`config.mk`:
```
export PLATFORM = sky130hd
export DESIGN_NAME = fetch_aligner
export DESIGN_NICKNAME = d
export VERILOG_FILES = /design/src/rtl/fetch_aligner_pkg.sv /design/src/rtl/fetch_aligner_halfword_queue.sv /design/src/rtl/fetch_aligner.sv
export SDC_FILE = /design/constraint.sdc
export NUM_CORES = 1
export LEC_CHECK = 0
export ABC_CLOCK_PERIOD_IN_PS = 4100
export BUFFER_PORTS_ARGS = -buffer_cell sky130_fd_sc_hd__buf_2
export CAP_MARGIN = 25
export CORE_MARGIN = 1.5
export CORE_UTILIZATION = 51
export CTS_BUF_LIST = sky130_fd_sc_hd__clkbuf_8 sky130_fd_sc_hd__clkbuf_16
export CTS_CLUSTER_DIAMETER = 30
export DETAILED_ROUTE_END_ITERATION = 7
export HOLD_SLACK_MARGIN = 0.12
export PLACE_DENSITY = 0.89
export SYNTH_ARGS = -nofsm -noshare
export SYNTH_HDL_FRONTEND = slang
export SYNTH_SLANG_ARGS = --single-unit
```
`constraint.sdc`:
```
create_clock -name clk -period 4.1 [get_ports clk]
set_clock_uncertainty 0.2 [all_clocks]
set_input_delay 0.615 -clock clk [delete_from_list [all_inputs] [get_ports clk]]
set_output_delay 0.615 -clock clk [all_outputs]
set_load 0.005 [all_outputs]
```
`src/rtl/fetch_aligner_pkg.sv`:
```
// Shared fetch/decode definitions: halfword width, the compressed-parcel
// predicate and the fetch beat record.
package fetch_aligner_pkg;

  localparam int unsigned HALFWORD_W = 16;

  typedef struct packed {
    logic [31:0] addr;
    logic [31:0] data;
  } fetch_beat_t;

  // A parcel is compressed unless its two low bits are both set.
  function automatic logic is_compressed(input logic [HALFWORD_W-1:0] hw);
    return (hw & HALFWORD_W'(3)) != HALFWORD_W'(3);
  endfunction

endpackage

```
`src/rtl/fetch_aligner_halfword_queue.sv`:
```
// Four-entry halfword shift queue: up to two pushes and two pops per cycle.
// Entry 0 is the oldest halfword.
module halfword_queue
  import fetch_aligner_pkg::*;
(
  input  logic                  clk_i,
  input  logic                  rst_i,
  input  logic                  clear_i,
  input  logic [1:0]            push_i,
  input  logic [HALFWORD_W-1:0] push0_i,
  input  logic [HALFWORD_W-1:0] push1_i,
  input  logic [1:0]            pop_i,
  output logic [HALFWORD_W-1:0] hq0_o,
  output logic [HALFWORD_W-1:0] hq1_o,
  output logic [2:0]            count_o
);

  logic [3:0][HALFWORD_W-1:0] q_q, q_d;
  logic [2:0]                 count_q, count_d;
  logic [1:0]                 base;

  // Pop by shifting down, then append pushes after the surviving entries.
  always_comb begin
    q_d = q_q;
    unique case (pop_i)
      2'd1:    q_d = {{HALFWORD_W{1'b0}}, q_q[3:1]};
      2'd2:    q_d = {{(2*HALFWORD_W){1'b0}}, q_q[3:2]};
      default: q_d = q_q;
    endcase
    // Pushes only happen with count <= 2, so the 2-bit slot index suffices.
    base = count_q[1:0] - pop_i;
    if (push_i != 2'd0) q_d[base] = push0_i;
    if (push_i == 2'd2) q_d[base + 2'd1] = push1_i;
    count_d = count_q - {1'b0, pop_i} + {1'b0, push_i};
    if (clear_i) count_d = '0;
  end

  // Queue storage and occupancy.
  always_ff @(posedge clk_i or posedge rst_i) begin
    if (rst_i) begin
      q_q     <= '0;
      count_q <= '0;
    end else begin
      q_q     <= q_d;
      count_q <= count_d;
    end
  end

  assign hq0_o   = q_q[0];
  assign hq1_o   = q_q[1];
  assign count_o = count_q;

endmodule

```
`src/rtl/fetch_aligner.sv`:
```
// Instruction-fetch realignment: turns word-aligned fetch beats into a
// stream of 16/32-bit instructions with PCs, handling redirects and
// dropping stale beats by address.
module fetch_aligner
  import fetch_aligner_pkg::*;
#(
  parameter logic [31:0] RESET_PC = 32'h0000_0000
) (
  input  logic        clk,
  input  logic        rst,
  input  logic        flush,
  input  logic [31:0] flush_pc,
  input  logic        fetch_valid,
  output logic        fetch_ready,
  input  logic [31:0] fetch_addr,
  input  logic [31:0] fetch_data,
  output logic        instr_valid,
  input  logic        instr_ready,
  output logic [31:0] instr,
  output logic [31:0] instr_pc,
  output logic        instr_is_compressed
);

  logic [31:0]           head_pc_q, head_pc_d;
  logic [31:0]           exp_addr_q, exp_addr_d;
  logic                  skip_low_q, skip_low_d;
  logic [HALFWORD_W-1:0] hq0, hq1, push0;
  logic [2:0]            count;
  logic [1:0]            push, pop;
  logic                  head_c, fire_in, take_beat, fire_out;
  fetch_beat_t           beat;

  assign beat = '{addr: fetch_addr, data: fetch_data};

  halfword_queue u_queue (
    .clk_i   (clk),
    .rst_i   (rst),
    .clear_i (flush),
    .push_i  (push),
    .push0_i (push0),
    .push1_i (beat.data[31:16]),
    .pop_i   (pop),
    .hq0_o   (hq0),
    .hq1_o   (hq1),
    .count_o (count)
  );

  // Handshakes and outputs; instr* come only from registered queue state.
  always_comb begin
    head_c      = is_compressed(hq0);
    fetch_ready = !flush && (count <= 3'd2);
    instr_valid = !flush && ((count >= 3'd2) || (count == 3'd1 && head_c));
    // Gated on occupancy so an empty queue reports a non-compressed zero.
    instr_is_compressed = (count != 3'd0) && head_c;
    instr    = instr_is_compressed ? {16'h0, hq0} : {hq1, hq0};
    instr_pc = head_pc_q;

    fire_in   = fetch_valid && fetch_ready;
    take_beat = fire_in && (beat.addr == exp_addr_q);
    fire_out  = instr_valid && instr_ready;

    push  = take_beat ? (skip_low_q ? 2'd1 : 2'd2) : 2'd0;
    push0 = skip_low_q ? beat.data[31:16] : beat.data[15:0];
    pop   = fire_out ? (head_c ? 2'd1 : 2'd2) : 2'd0;

    head_pc_d  = head_pc_q;
    exp_addr_d = exp_addr_q;
    skip_low_d = skip_low_q;
    if (flush) begin
      head_pc_d  = flush_pc & ~32'h1;
      exp_addr_d = flush_pc & ~32'h3;
      skip_low_d = flush_pc[1];
    end else begin
      if (fire_out) head_pc_d = head_pc_q + (head_c ? 32'd2 : 32'd4);
      if (take_beat) begin
        exp_addr_d = exp_addr_q + 32'd4;
        skip_low_d = 1'b0;
      end
    end
  end

  // PC tracking and expected fetch address.
  always_ff @(posedge clk or posedge rst) begin
    if (rst) begin
      head_pc_q  <= RESET_PC & ~32'h1;
      exp_addr_q <= RESET_PC & ~32'h3;
      skip_low_q <= RESET_PC[1];
    end else begin
      head_pc_q  <= head_pc_d;
      exp_addr_q <= exp_addr_d;
      skip_low_q <= skip_low_d;
    end
  end

endmodule

```
After elaboration in Yosys (flattened, before gate mapping)
Index checks and enable logic that the tools add are counted.
{"block": "op_classes", "add_sub_neg": 6, "n_mul": 0, "div": 0, "magnitude_cmp": 6, "n_eq_ne": 6, "shifts": 0, "n_mux": 23, "bitwise": 0, "reduce_logical": 15}
{"operator": "$mux 32", "count": 5}
{"operator": "$bwmux 64", "count": 2}
{"operator": "$mux 64", "count": 2}
{"operator": "$pmux 64 s2", "count": 1}
{"operator": "$demux 16 s2", "count": 2}
{"operator": "$mux 16", "count": 3}
{"operator": "$add 32x3->32", "count": 1}
{"operator": "$add 32x3->32 const B", "count": 1}
{"operator": "$eq 32x32->1", "count": 1}
{"operator": "$logic_and 1x1->1", "count": 9}
{"operator": "$mux 2", "count": 4}
{"operator": "$lt 2x3->1 const B", "count": 2}
{"operator": "$mux 3", "count": 2}
{"operator": "$reduce_bool 2->1", "count": 3}
{"operator": "$eq 2x2->1 const B", "count": 2}
{"operator": "$ge 2x1->1 const B", "count": 2}
{"operator": "$add 3x2->3", "count": 1}
{"operator": "$eq 3x1->1 const B", "count": 1}
{"operator": "$ge 3x2->1 const B", "count": 1}
{"operator": "$le 3x2->1 const B", "count": 1}
{"operator": "$reduce_bool 3->1", "count": 1}
{"operator": "$sub 3x2->3", "count": 1}
{"operator": "$add 2x1->2 const B", "count": 1}
{"operator": "$eq 2x1->1 const B", "count": 1}
{"operator": "5 further kinds", "count": 6}
{"block": "totals", "ff_bits": 132, "latch_bits": 0, "ramBits": 0, "rom_bits": 0, "input_bits": 101, "output_inout_bits": 67, "word_cells": 64, "mem_count": 0}

Logic depth before layout (Yosys ltp)
{"block": "depth", "depth_word": 15, "ltp_mapped": 15, "mapped_depth_nobuf": 11}

Hierarchy
Synthesis repeated with hierarchy kept, for this count alone.
{"block": "hier_totals", "hier_cells": 997, "hier_area_um2": 9018.6}
{"module": "halfword_queue", "instances": 1, "cells_per_inst": 503, "area_per_inst_um2": 4616.9}
{"module": "fetch_aligner", "instances": 1, "cells_per_inst": 494, "area_per_inst_um2": 4401.7}

Worst setup path after synthesis
No wires, ideal clock.
{"block": "synth_path", "kind": "register to register", "startpoint": "register u_queue.count_q[1] (netlist: u_queue.count_o[1])", "endpoint": "register u_queue.q_q[39] in the netlist's numbering", "t_arrival_ns": 3.526, "required_time_ns": 3.775, "setup_slack_ns": 0.249, "stages_incl_launch_ff": 13, "synth_period_minus_slack_ns": 3.851, "path_cell_list": "dfrtp_1 > or2_2 > o211ai_1 > clkbuf_1 > clkbuf_1 > nor2_1 > ha_1 > xnor2_1 > or3_1 > and2_1 > nor4_4 > buf_4 > mux2_2"}
{"item": "start, declared", "line_no": "fetch_aligner_halfword_queue.sv:19", "text": "logic [2:0] count_q, count_d;"}
{"item": "start signal, assigned", "line_no": "fetch_aligner_halfword_queue.sv:45", "text": "count_q <= count_d;"}
{"item": "end signal, assigned", "line_no": "fetch_aligner_halfword_queue.sv:44", "text": "q_q <= q_d;"}
{"item": "end, declared", "line_no": "fetch_aligner_halfword_queue.sv:18", "text": "logic [3:0][HALFWORD_W-1:0] q_q, q_d;"}

==> impl_metrics.csv <==
group,metric,value,unit
sta,setup_total_negative_slack,0,ns
cells_and_area,fill_cells,1377,
clocking,clkSlewWorstSetupHoldPaths,0.07,ns
clocking,post_cts_buffers,0,
global_route,maximum_number_of_pins_on_one_net_before_global_route_repair,111,
sta,maxClockFrequency,0.281,GHz
synthesis,yosysTopAreaCell,"dfrtp_1",
routing,wl_per_cell,18.8,um
synthesis,synth_ff_type,"dfrtp_1",
synthesis,netlist_top_cells_count,"nand2_1, dfrtp_1, a21oi_1",
routing,ant_nets,0,
synthesis,synth_async_sr_flop_share,1.00,
cells_and_area,post_route_cells_drive_above_1_share,0.235,
routing,vias,8836,
sta,final-max-slew-violation-count,0,
setup_path,critical_path.endpoint_type,"flip-flop",
sta,final-hold-violation-count,0,
die,row_count,48,
cells_and_area,area_growth,16.7,%
clocking,postCtsHoldBufs,0,
setup_path,worst-endpoint-required,4.21,ns
routing,finalWirelength,26600,um
power,peakVddDrop,0.000282,V
setup_path,critPathArrivalTime,3.67,ns
routing,met1_length,10200,um
setup_path,startpoint_type,"flip-flop",
sta,finalSetupViolCount,0,
placed_design,gp_routability_congestion,0.957,
die,io_pins,168,
routing,route.met3.wl,2450,um
power,register_share_of_total_power,0.383,
global_route,antenna_violations_before_repair,0,
clocking,clock_tree.htree_level_count,4,
placed_design,dp_slack,0.418,ns
synthesis,syn-cell-area,8940,um2
clocking,buffer_depth_of_the_longest_clock_path,2,
synthesis,ys_warn_count,0,
global_route,grt_use_total,0.291,
setup_path,highest_net_fanout_along_the_worst_path,16,
sta,final.period_utilization,0.868,
power,combPwrFrac,0.217,
power,switching_share_of_power,0.351,
status,outcome,"complete, no violations",
synthesis,count_of_mapped_cells_out_of_synthesis,1053,
synthesis,yosysSeqAreaShare,0.361,
cells_and_area,diodes,0,
sta,final.setup.worst_slack,0.541,ns
global_route,grt_first_pass_wirelength,42000,um
power,clock_power_share,0.400,
placed_design,placedCellCount,1388,
synthesis,synthTopCellsByArea,"dfrtp_1, nand2_1, mux2i_1",
die,core,17200,um2
sta,slew_headroom,0.299,
cells_and_area,fin_nets,1291,
clocking,tritoncts.num_buffers,17,
placed_design,hpwl,18300,um
routing,route.met2.wl,12600,um
power,p_int,2.45,mW
routing,via_per_inst,6.22,
routing,drc_errors,0,
synthesis,synth.lib_cells_used.distinct,63,
setup_path,path_class,"flip-flop to flip-flop",
power,power_switching,1.32,mW
power,power-per-cell-area,362,nW/um2
clocking,cts_resizes,0,
sta,post-route-min-period,3.56,ns
clocking,tritoncts,"built",
die,fp.dieW,135,um
routing,drtIter0Drc,813,
synthesis,synth.most_common_cell,"nand2_1",
die,floorplan.initialDensity,0.519,
synthesis,yosysTopAreaCellShare,0.361,
synthesis,syn_avg_cell_area,8.49,um2
cells_and_area,layoutNonFillerInstCount,1420,
flow_run,cap_viol_max_count,0,
routing,highest-signal-layer,"met4",
synthesis,synthesis.nets,1162,
global_route,grt.overflow.total,0,
clocking,buffer_cell_driving_the_clock_tree_root,"clkbuf_16",
die,chipHeight,135,um
sta,timing_worst_slew_pin_value,1.05,ns
power,power.static_leakage,5.04,nW
global_route,vias_in_the_first_global_route,8490,
sta,rsz_0062_raised_after_global_routing,"false",
placed_design,place.port_buffers,165,
placed_design,dpl-instance-area,9850,um2
clocking,worstSkewPairLatency,0.43,ns
synthesis,postSynthRegisterBits,129,
min_path,min-delay-path-class,"primary input to asynchronous set/reset pin",
routing,drt-pass1-iter-count,8,
cells_and_area,design_area,10400,um2
clocking,cts.sink_count,129,
power,report.power.total,3.77,mW
synthesis,synth_enable_flop_cells,0,
die,dieArea,18300,um2
area by class of cell:
| class | instances | area, um2 | share of cell area |
|---|---|---|---|
| clock buffer | 17 | 425 | 0.0408 |
| clock inverter | 15 | 158 | 0.0151 |
| inverter | 18 | 71.3 | 0.00684 |
| multi-input combinational | 825 | 5240 | 0.502 |
| sequential | 129 | 3230 | 0.309 |
| tap | 225 | 282 | 0.0270 |
| timing repair buffer | 191 | 1030 | 0.0991 |
flip-flops by register name, summed over array words and instances, names as in the netlist:
name,count
exp_addr_q,30
skip_low_q,1
u_queue.q_q,32
u_queue.hq1_o,16
instr_pc,31
u_queue.count_o,3
u_queue.hq0_o,16
routing by layer:
| layer | vias to the layer above | GRT usage |
|---|---|---|
| li1 | 3974 | - |
| met1 | 4167 | 0.360 |
| met2 | 569 | 0.468 |
| met3 | 126 | 0.0584 |
| met4 | 0 | 0.181 |
| met5 | - | 0 |
worst paths after layout:
kind	startpoint	end	slack, ns	depth (start not counted)
worst max-delay path	u_queue.count_o[1]	u_queue.q_q[33]	0.54	11
worst min-delay path	rst	instr_pc[2]	0.17	2
worst max register to register	u_queue.count_o[1]	u_queue.q_q[33]	0.54	11
worst min register to register	instr_pc[21]	instr_pc[21]	0.35	1
max in group asynchronous	rst	u_queue.hq0_o[9]	2.60	3
min in group clk	fetch_data[10]	u_queue.hq0_o[10]	0.22	3
per-stage QoR:
stage	hold WS (ns)	util
floorplan	0.306	-
global placement	0.327	0.571
detailed placement	0.330	0.571
CTS	0.194	0.605
global route	0.218	0.605
finish	0.171	0.605
layout by cell type, fill, tap and decap left out, drive strengths merged, types with 5 or more instances in the layout:
cell type and n:
a21o 14, a21oi 76, a221o 7, a22oi 15
and2 7, and3 11, and4 9, buf 191
clkbuf 17, dfrtp 129, ha 5, inv 28
mux2 34, mux2i 63, nand2 187, nand2b 5
nand3 36, nand4 12, nor2 69, nor2b 19
nor3 28, nor4 18, o211ai 13, o21ai 59
o22ai 17, or3 25, xnor2 12, xor2 50
critical path, cell delays in order (launching register included):
cell and delay, ns:
dfrtp_1 0.47, or2_2 0.37, o211ai_1 0.29, nor2_1 0.08
ha_1 0.24, xnor2_1 0.16, o21ai_1 0.22, nand2_1 0.20
or4_1 0.50, buf_4 0.26, mux2i_1 0.18, mux2_2 0.27
power by group through the flow:
stage / sequential [mW] / combinational, mW / clock, mW
floorplan: 1.43 / 0.516 / 0
global placement: 1.46 / 0.772 / 0
detailed placement: 1.46 / 0.799 / 0
CTS: 1.44 / 0.803 / 1.52
global route: 1.45 / 0.875 / 1.57
finish: 1.44 / 0.818 / 1.51
cells by family after synthesis:
logic type | after synthesis | share of synthesized area
multiplexers | 97 | 0.113
adder cells (fa/ha/maj) | 8 | 0.0137
other | 1 | 0.000419
AND/OR/NAND/NOR | 437 | 0.247
AO/OA/AOI/OAI | 220 | 0.150
XOR/XNOR | 62 | 0.0607
flip-flops | 129 | 0.361
buffers and inverters | 99 | 0.0539
Power figures use the tool's default switching activity.
